`src/rtl/pc_gen_pkg.sv`:
```
`default_nettype none
// =============================================================================
// pc_gen_pkg : npc_op encodings and default vectors shared by pc_gen blocks
// Rev 1.0
// =============================================================================
package pc_gen_pkg;

   localparam logic [1:0] NPC_SEQ = 2'b00;
   localparam logic [1:0] NPC_BR  = 2'b01;
   localparam logic [1:0] NPC_J   = 2'b10;
   localparam logic [1:0] NPC_JR  = 2'b11;

   localparam logic [31:0] DEF_RESET_VEC = 32'hBFC0_0000;
   localparam logic [31:0] DEF_EX_VEC    = 32'hBFC0_0380;

endpackage
`default_nettype wire

```
`src/rtl/pc_gen_ras.sv`:
```
`default_nettype none
// =============================================================================
// pc_gen_ras : circular return-address stack; a push when full overwrites the oldest
// Rev 1.0
// =============================================================================
module pc_gen_ras
   import pc_gen_pkg::*;
#(
   parameter int DEPTH = 8,
   parameter int AW    = 32
) (
   input  logic                         clk,
   input  logic                         rst,
   input  logic                         push_i,
   input  logic                         pop_i,
   input  logic [AW-1:0]                push_val_i,
   output logic [AW-1:0]                top_o,
   output logic [$clog2(DEPTH+1)-1:0]   count_o
);

   localparam int PTR_W = $clog2(DEPTH);
   localparam int CNT_W = $clog2(DEPTH+1);

   logic [AW-1:0]    mem_q [DEPTH];
   logic [PTR_W-1:0] ptr_q, ptr_d;
   logic [CNT_W-1:0] cnt_q, cnt_d;
   logic [PTR_W-1:0] top_idx, next_idx, wr_idx;
   logic             wr_en;

   // ptr_q names the next free slot; the top lives one slot behind it
   assign top_idx  = (ptr_q == '0) ? PTR_W'(DEPTH-1) : ptr_q - PTR_W'(1);
   assign next_idx = (ptr_q == PTR_W'(DEPTH-1)) ? '0 : ptr_q + PTR_W'(1);
   assign top_o    = mem_q[top_idx];
   assign count_o  = cnt_q;

   always_comb begin
      ptr_d  = ptr_q;
      cnt_d  = cnt_q;
      wr_en  = 1'b0;
      wr_idx = ptr_q;
      if (push_i && pop_i) begin
         wr_en  = 1'b1;
         wr_idx = top_idx;
      end else if (push_i) begin
         wr_en  = 1'b1;
         ptr_d  = next_idx;
         if (cnt_q != CNT_W'(DEPTH)) begin
            cnt_d = cnt_q + CNT_W'(1);
         end
      end else if (pop_i && (cnt_q != '0)) begin
         ptr_d = top_idx;
         cnt_d = cnt_q - CNT_W'(1);
      end
   end

   always_ff @(posedge clk) begin
      if (rst) begin
         ptr_q <= '0;
         cnt_q <= '0;
      end else begin
         ptr_q <= ptr_d;
         cnt_q <= cnt_d;
      end
   end

   always_ff @(posedge clk) begin
      if (wr_en) begin
         mem_q[wr_idx] <= push_val_i;
      end
   end

endmodule
`default_nettype wire

```
`src/rtl/pc_gen.sv`:
```
`default_nettype none
// =============================================================================
// pc_gen : next-PC generator and pre-fetch PC register; RAS enabled by PC_GEN_RAS_EN
// Rev 1.0
// =============================================================================
module pc_gen
   import pc_gen_pkg::*;
#(
   parameter int                ADDR_W    = 32,
   parameter int                FETCH_W   = 1,
   parameter logic [ADDR_W-1:0] RESET_VEC = ADDR_W'(DEF_RESET_VEC),
   parameter logic [ADDR_W-1:0] EX_VEC    = ADDR_W'(DEF_EX_VEC),
   parameter int                RAS_DEPTH = 8
) (
   input  logic                             clk,
   input  logic                             rst,
   input  logic                             pc_wr,
   input  logic [1:0]                       npc_op,
   input  logic [ADDR_W-1:0]                if_pc,
   input  logic [25:0]                      imm,
   input  logic [ADDR_W-1:0]                ret_addr,
   input  logic                             link,
   input  logic                             is_ret,
   input  logic                             mem_eret_flush,
   input  logic                             mem_ex,
   input  logic [ADDR_W-1:0]                epc,
   output logic [ADDR_W-1:0]                pf_pc,
   output logic [ADDR_W-1:0]                npc,
   output logic                             pf_flush,
   output logic                             if_flush,
   output logic                             id_flush,
   output logic                             ex_flush,
   output logic                             mem1_flush,
   output logic                             redirect_pending,
   output logic [$clog2(RAS_DEPTH+1)-1:0]   ras_count
);

   localparam int                CNT_W    = $clog2(RAS_DEPTH+1);
   localparam logic [ADDR_W-1:0] SEQ_STEP = ADDR_W'(4*FETCH_W);

   logic [ADDR_W-1:0] pf_pc_q, pf_pc_d;
   logic [ADDR_W-1:0] pend_tgt_q, pend_tgt_d;
   logic              pend_q, pend_d;
   logic              commit, op_redirect;
   logic [ADDR_W-1:0] seq_tgt, br_tgt, j_tgt, cf_tgt;
   logic              ras_pop;
   logic [ADDR_W-1:0] ras_top;

   assign seq_tgt = pf_pc_q + SEQ_STEP;
   assign br_tgt  = if_pc + {{(ADDR_W-18){imm[15]}}, imm[15:0], 2'b00};

   generate
      if (ADDR_W > 28) begin : g_jtgt_region
         assign j_tgt = {if_pc[ADDR_W-1:28], imm, 2'b00};
      end else begin : g_jtgt_flat
         assign j_tgt = {imm, 2'b00};
      end
   endgenerate

   assign commit      = mem_eret_flush | mem_ex;
   // A held redirect masks npc_op: the stalled stage is replaying the same instruction
   assign op_redirect = (npc_op != NPC_SEQ) && !pend_q;

   always_comb begin
      cf_tgt = seq_tgt;
      case (npc_op)
         NPC_BR:  cf_tgt = br_tgt;
         NPC_J:   cf_tgt = j_tgt;
         NPC_JR:  cf_tgt = ras_pop ? ras_top : ret_addr;
         default: cf_tgt = seq_tgt;
      endcase
   end

   always_comb begin
      npc = seq_tgt;
      if (mem_eret_flush) begin
         npc = epc;
      end else if (mem_ex) begin
         npc = EX_VEC;
      end else if (pend_q) begin
         npc = pend_tgt_q;
      end else if (op_redirect) begin
         npc = cf_tgt;
      end
   end

   always_comb begin
      pf_pc_d    = pf_pc_q;
      pend_d     = pend_q;
      pend_tgt_d = pend_tgt_q;
      if (commit || pc_wr) begin
         pf_pc_d = npc;
      end
      if (commit || pc_wr) begin
         pend_d = 1'b0;
      end else if (op_redirect) begin
         pend_d     = 1'b1;
         pend_tgt_d = cf_tgt;
      end
   end

   always_ff @(posedge clk) begin
      if (rst) begin
         pf_pc_q    <= RESET_VEC;
         pend_q     <= 1'b0;
         pend_tgt_q <= '0;
      end else begin
         pf_pc_q    <= pf_pc_d;
         pend_q     <= pend_d;
         pend_tgt_q <= pend_tgt_d;
      end
   end

   assign pf_pc            = pf_pc_q;
   assign redirect_pending = pend_q;
   assign if_flush         = commit & ~rst;
   assign id_flush         = commit & ~rst;
   assign ex_flush         = commit & ~rst;
   assign mem1_flush       = commit & ~rst;
   assign pf_flush         = (commit | (pc_wr & (pend_q | (npc_op != NPC_SEQ)))) & ~rst;

`ifdef PC_GEN_RAS_EN
   logic             ras_accept, ras_push;
   logic [CNT_W-1:0] ras_cnt;

   // A jump is accepted when it is applied now or captured into the pending slot
   assign ras_accept = !commit && !pend_q && ((npc_op == NPC_J) || (npc_op == NPC_JR));
   assign ras_push   = ras_accept && link;
   assign ras_pop    = ras_accept && (npc_op == NPC_JR) && is_ret && (ras_cnt != '0);

   pc_gen_ras #(
      .DEPTH (RAS_DEPTH),
      .AW    (ADDR_W)
   ) u_ras (
      .clk        (clk),
      .rst        (rst),
      .push_i     (ras_push),
      .pop_i      (ras_pop),
      .push_val_i (if_pc + ADDR_W'(8)),
      .top_o      (ras_top),
      .count_o    (ras_cnt)
   );

   assign ras_count = ras_cnt;
`else
   logic unused_ras;
   assign unused_ras = link ^ is_ret;
   assign ras_pop    = 1'b0;
   assign ras_top    = '0;
   assign ras_count  = '0;
`endif

endmodule
`default_nettype wire

```
`config.mk`:
```
export PLATFORM = sky130hd
export DESIGN_NAME = pc_gen
export DESIGN_NICKNAME = d
export VERILOG_FILES = /design/src/rtl/pc_gen_pkg.sv /design/src/rtl/pc_gen_ras.sv /design/src/rtl/pc_gen.sv
export SDC_FILE = /design/constraint.sdc
export NUM_CORES = 1
export LEC_CHECK = 0
export BUFFER_PORTS_ARGS = -buffer_cell sky130_fd_sc_hd__buf_4
export CORE_MARGIN = 4
export CORE_UTILIZATION = 45
export DETAILED_ROUTE_END_ITERATION = 16
export PLACE_DENSITY_LB_ADDON = 0.25
export SLEW_MARGIN = 0
export SYNTH_ARGS = -nofsm -noshare
export SYNTH_HDL_FRONTEND = slang
export SYNTH_SLANG_ARGS = --single-unit
```
`constraint.sdc`:
```
create_clock -name clk -period 2.49 [get_ports clk]
set_input_delay 0.1245 -clock clk [delete_from_list [all_inputs] [get_ports clk]]
set_output_delay 0.1245 -clock clk [all_outputs]
set_load 0.01 [all_outputs]
```
==> metrics.md <==
| Metric | Value |
|---|---|
| Run status | finished with violations |
| Violated checks | negative setup slack |
| Reg2reg start | pf_pc[7]$_SDFFE_PP0P_ |
| DRC violations left | 0 |
| Delay-heaviest family, CP | compound AO/OA/AOI/OAI gates |
| Min-delay worst type | in2reg |
| Crit path to | npc[26] |
| Minimum clock period | approximately 2.8 ns |
| Buffers on Ports | 198 |
| Nets | ~1300 |
| Final hold vios | 0 |
| Slowest cell on crit path | a211o_4 |
| Vias in the first global route | ~8000 |
| Placer Congestion | between 0.8 and 0.9 |
| Leading area contributor after synthesis | dfxtp_1 |
| Worst skew pair latency | 0.35 ns |
| Syn Std Cell Area | approximately 0.0063 sq mm |
| Post-synthesis sequential area ratio | approximately 21% |
| Final setup vio count | 20 |
| Layout cell share with drive strength beyond 1 | between 40% and 50% |
| CP max stage delay | around 0.38 ns |
| Reg-to-reg setup timing slack | -0.01 ns |
| Worst Tran Pin Value | slightly below 0.9 ns |
| # diodes | 0 |
| Largest net degree at the start of global routing | 38 |
| Utilization after layout | between 70% and 80% |
| Buf/Inv on CP | 2 |
| Worst-path clk slew | around 0.06 ns |
| CP required | between 2 and 2.5 ns |
| Critical setup path kind | in2out |
| Syn Area/Cell | approximately 7.4 sq um |
| Hold-fix buffers, CTS | 0 |
| CTS root buf | clkbuf_16 |
| Met2 WL | around 13000 um |
| Die height | around 130 um |
| Synth top area share | between 20 and 25% |
| #FFs+latches synth | 65 |
| Final slew viol count | 0 |
| RSZ-0062 raised after global routing | true |
| Worst Setup Slack, final | -0.337 ns |
| DRT Wirelength | roughly 26000 um |
| Crit Path Max Fanout | 5 |
| Leakage | between 4 and 5 nW |
| Most frequent cells in the layout | 336 x buf_4, 112 x nand2_1, 79 x a21oi_1, 71 x nor2_1, 52 x dfxtp_1 |
| Reg-to-Reg End | pf_pc[17]$_SDFFE_PP0P_ |
| Wire length on met3 | 2320 um |
| Fin area | 0.0101 sq mm |
| Met1 WL | 9990 um |
| Fraction of registers with async set/reset | 0% |
| Tot Pwr | around 4.7 mW |
| Most common cell after layout, fill and taps aside | buf_4 |
| Uppermost layer routed | met4 |
| Chip Width | roughly 130 um |
| CTS tree | yes |
| Pre-CTS setup slack | -0.411 ns |
| Initial Utilization | between 40% and 50% |
| Leading cell types by total area after synthesis | dfxtp_1 21%, a21oi_1 7.2%, nand2_1 7.1% |
| Vias/cell | about 6 |
| Clock sink count | 65 |
| Yosys warnings | 0 |
| First-pass GRT wire length | around 40000 um |
| Fin cells | about 1300 |
| Area after DPL | 0.00870 sq mm |
| Fin crit share | 114% |
| Stages on worst setup path | 13 |
| Initial antenna violation count | 0 |
| Rows | 42 |
| P per Cell Area | 462 mW/mm^2 |
| Remaining antenna violation count after routing | 0 |
| CP cell instances | buf_8 > ha_4 > fa_2 > a21oi_4 > o211ai_2 > a211o_4 > nand4_1 > nand2_2 > xnor2_1 > o21a_1 > or3_4 > a32oi_2 > buf_4 |
| Setup crit start | imm[0] |
| Die area | ~0.016 sq mm |
| Highest attainable clock frequency | 354 MHz |
| Mapped Cells | ~840 |
| Max_slew headroom | approximately two fifths |
| Clock Skew | 0.00866 ns |
| GR Util All Layers | between 30% and 40% |
| Core Box Area | ~0.013 sq mm |
| Crit end category | output pin |
| Worst EP arrival | around 2.7 ns |
| DR WL/cell | 19.8 um |
| Count of cell types in the netlist | between 80 and 90 |
| Number of synthesized flops with an enable pin | 0 |
| H-Tree Level Count | 3 |
| Max Buffers Root-to-Sink | 2 |
| CTS buffer count | 9 |
| Vias | ~8000 |
| Top_reg_cell synth | dfxtp_1 |
| Inst Count DP | 1283 |
| CP startpoint kind | input pin |
| Boundary Pins | approximately 200 |
| Post-synthesis to final-layout area growth | 60.5% |
| Worst-case reg-to-reg path depth | 13 |
| HPWL Detailed | 18900 um |
| TritonRoute pass-1 iters | 6 |
| VDD IR max | approximately 0.32 mV |
| Drt first-iter violations | between 700 and 800 |
| MaxCap Viol Count | 0 |
| GR Overflow Total | 0 |
==> power by group <==
| group | internal [mW] | switching [mW] |
|---|---|---|
| Clock | 1.06 | 0.491 |
| Combinational | 0.973 | 0.978 |
| Sequential | 1.10 | 0.0498 |
==> cell families after synthesis <==
kind of cell | synth area share (%)
adder cells (fa/ha/maj) | 6.29
AND/OR/NAND/NOR | 22.4
XOR/XNOR | 7.11
multiplexers | 7.98
AO/OA/AOI/OAI | 29.9
buffers and inverters | 5.54
other | 0.0597
flip-flops | 20.7
==> area by class of cell <==
| class | count | area (sq um) |
|---|---|---|
| multi-input cells | 703 | 5360 |
| fillers | 1028 | 3370 |
| flip-flops and latches | 65 | 1320 |
| inverters | 14 | 53.8 |
| repair buffers | 357 | 2770 |
| clock buffers | 12 | 267 |
| clock inverters | 4 | 97.6 |
| well taps | 176 | 220 |
==> cells in the mapped netlist, types with 3 or more instances <==
library cell,count
mux2_2,3
o211ai_1,5
a221oi_1,3
o221ai_1,6
a211oi_1,17
o21a_1,6
mux2i_1,22
buf_2,10
or3_1,4
inv_1,13
or2_1,3
a211o_1,3
buf_4,8
a32oi_1,5
clkbuf_1,37
buf_1,9
dfxtp_1,65
or2_2,5
and2_1,6
nor3_1,18
nor2_1,79
a31oi_1,17
a22oi_1,8
o21ai_0,41
nand3_1,18
and3_1,11
xor2_1,25
and4_1,7
nor2b_1,7
o31ai_1,3
ha_1,30
xnor2_1,26
a21oi_1,91
nand4_1,11
o22ai_1,6
mux4_2,11
o21ai_1,7
nand2_1,119
a21o_1,22
==> sequential cells by signal, summed over array words and instances, names as in the netlist <==
name              count
pend_tgt_q           32
pf_pc                32
redirect_pending      1
==> worst min-delay path, delay by kind of cell <==
family	cells	cell delay [ns]
and+or+nand+nor	1	0.07
AOI/OAI and AO/OA	1	0.06
buffers and inverters	1	0.11
==> through the flow <==
| step | hold slack (ns) | setup TNS, ns |
|---|---|---|
| finish | 0.0656 | -2.28 |
| global route | 0.0792 | -3.70 |
| CTS | 0.0593 | -1.85 |
| detailed placement | 0.416 | -6.30 |
| global placement | 0.411 | -5.64 |
| floorplan | 0.286 | -0.0101 |
==> routing by layer <==
| layer | GRT usage (%) | vias up |
|---|---|---|
| met5 | 0 | - |
| met4 | 14.6 | 0 |
| met3 | 6.65 | 105 |
| met2 | 51.7 | 497 |
| met1 | 37.4 | 3741 |
| li1 | - | 3695 |
==> timing repair <==
item	4_1_cts	5_1_grt
pin swaps	48	46
gates resized for setup	95	68
buffers inserted	16	16
endpoints found under the setup margin	22	25
==> how the worst min path moves through the flow <==
stage,endpoint,cells past startpoint,from,slack (ns)
final,pf_pc[15]$_SDFFE_PP0P_,3,epc[15],0.07
after global routing,pf_pc[15]$_SDFFE_PP0P_,3,epc[15],0.08
after CTS,pf_pc[15]$_SDFFE_PP0P_,3,epc[15],0.06
after detailed placement,pf_pc[15]$_SDFFE_PP0P_,3,epc[15],0.42
after global placement,pf_pc[29]$_SDFFE_PP1P_,3,epc[29],0.41
after floorplan,pf_pc[15]$_SDFFE_PP0P_,2,epc[15],0.29
Power figures use the tool's default switching activity.
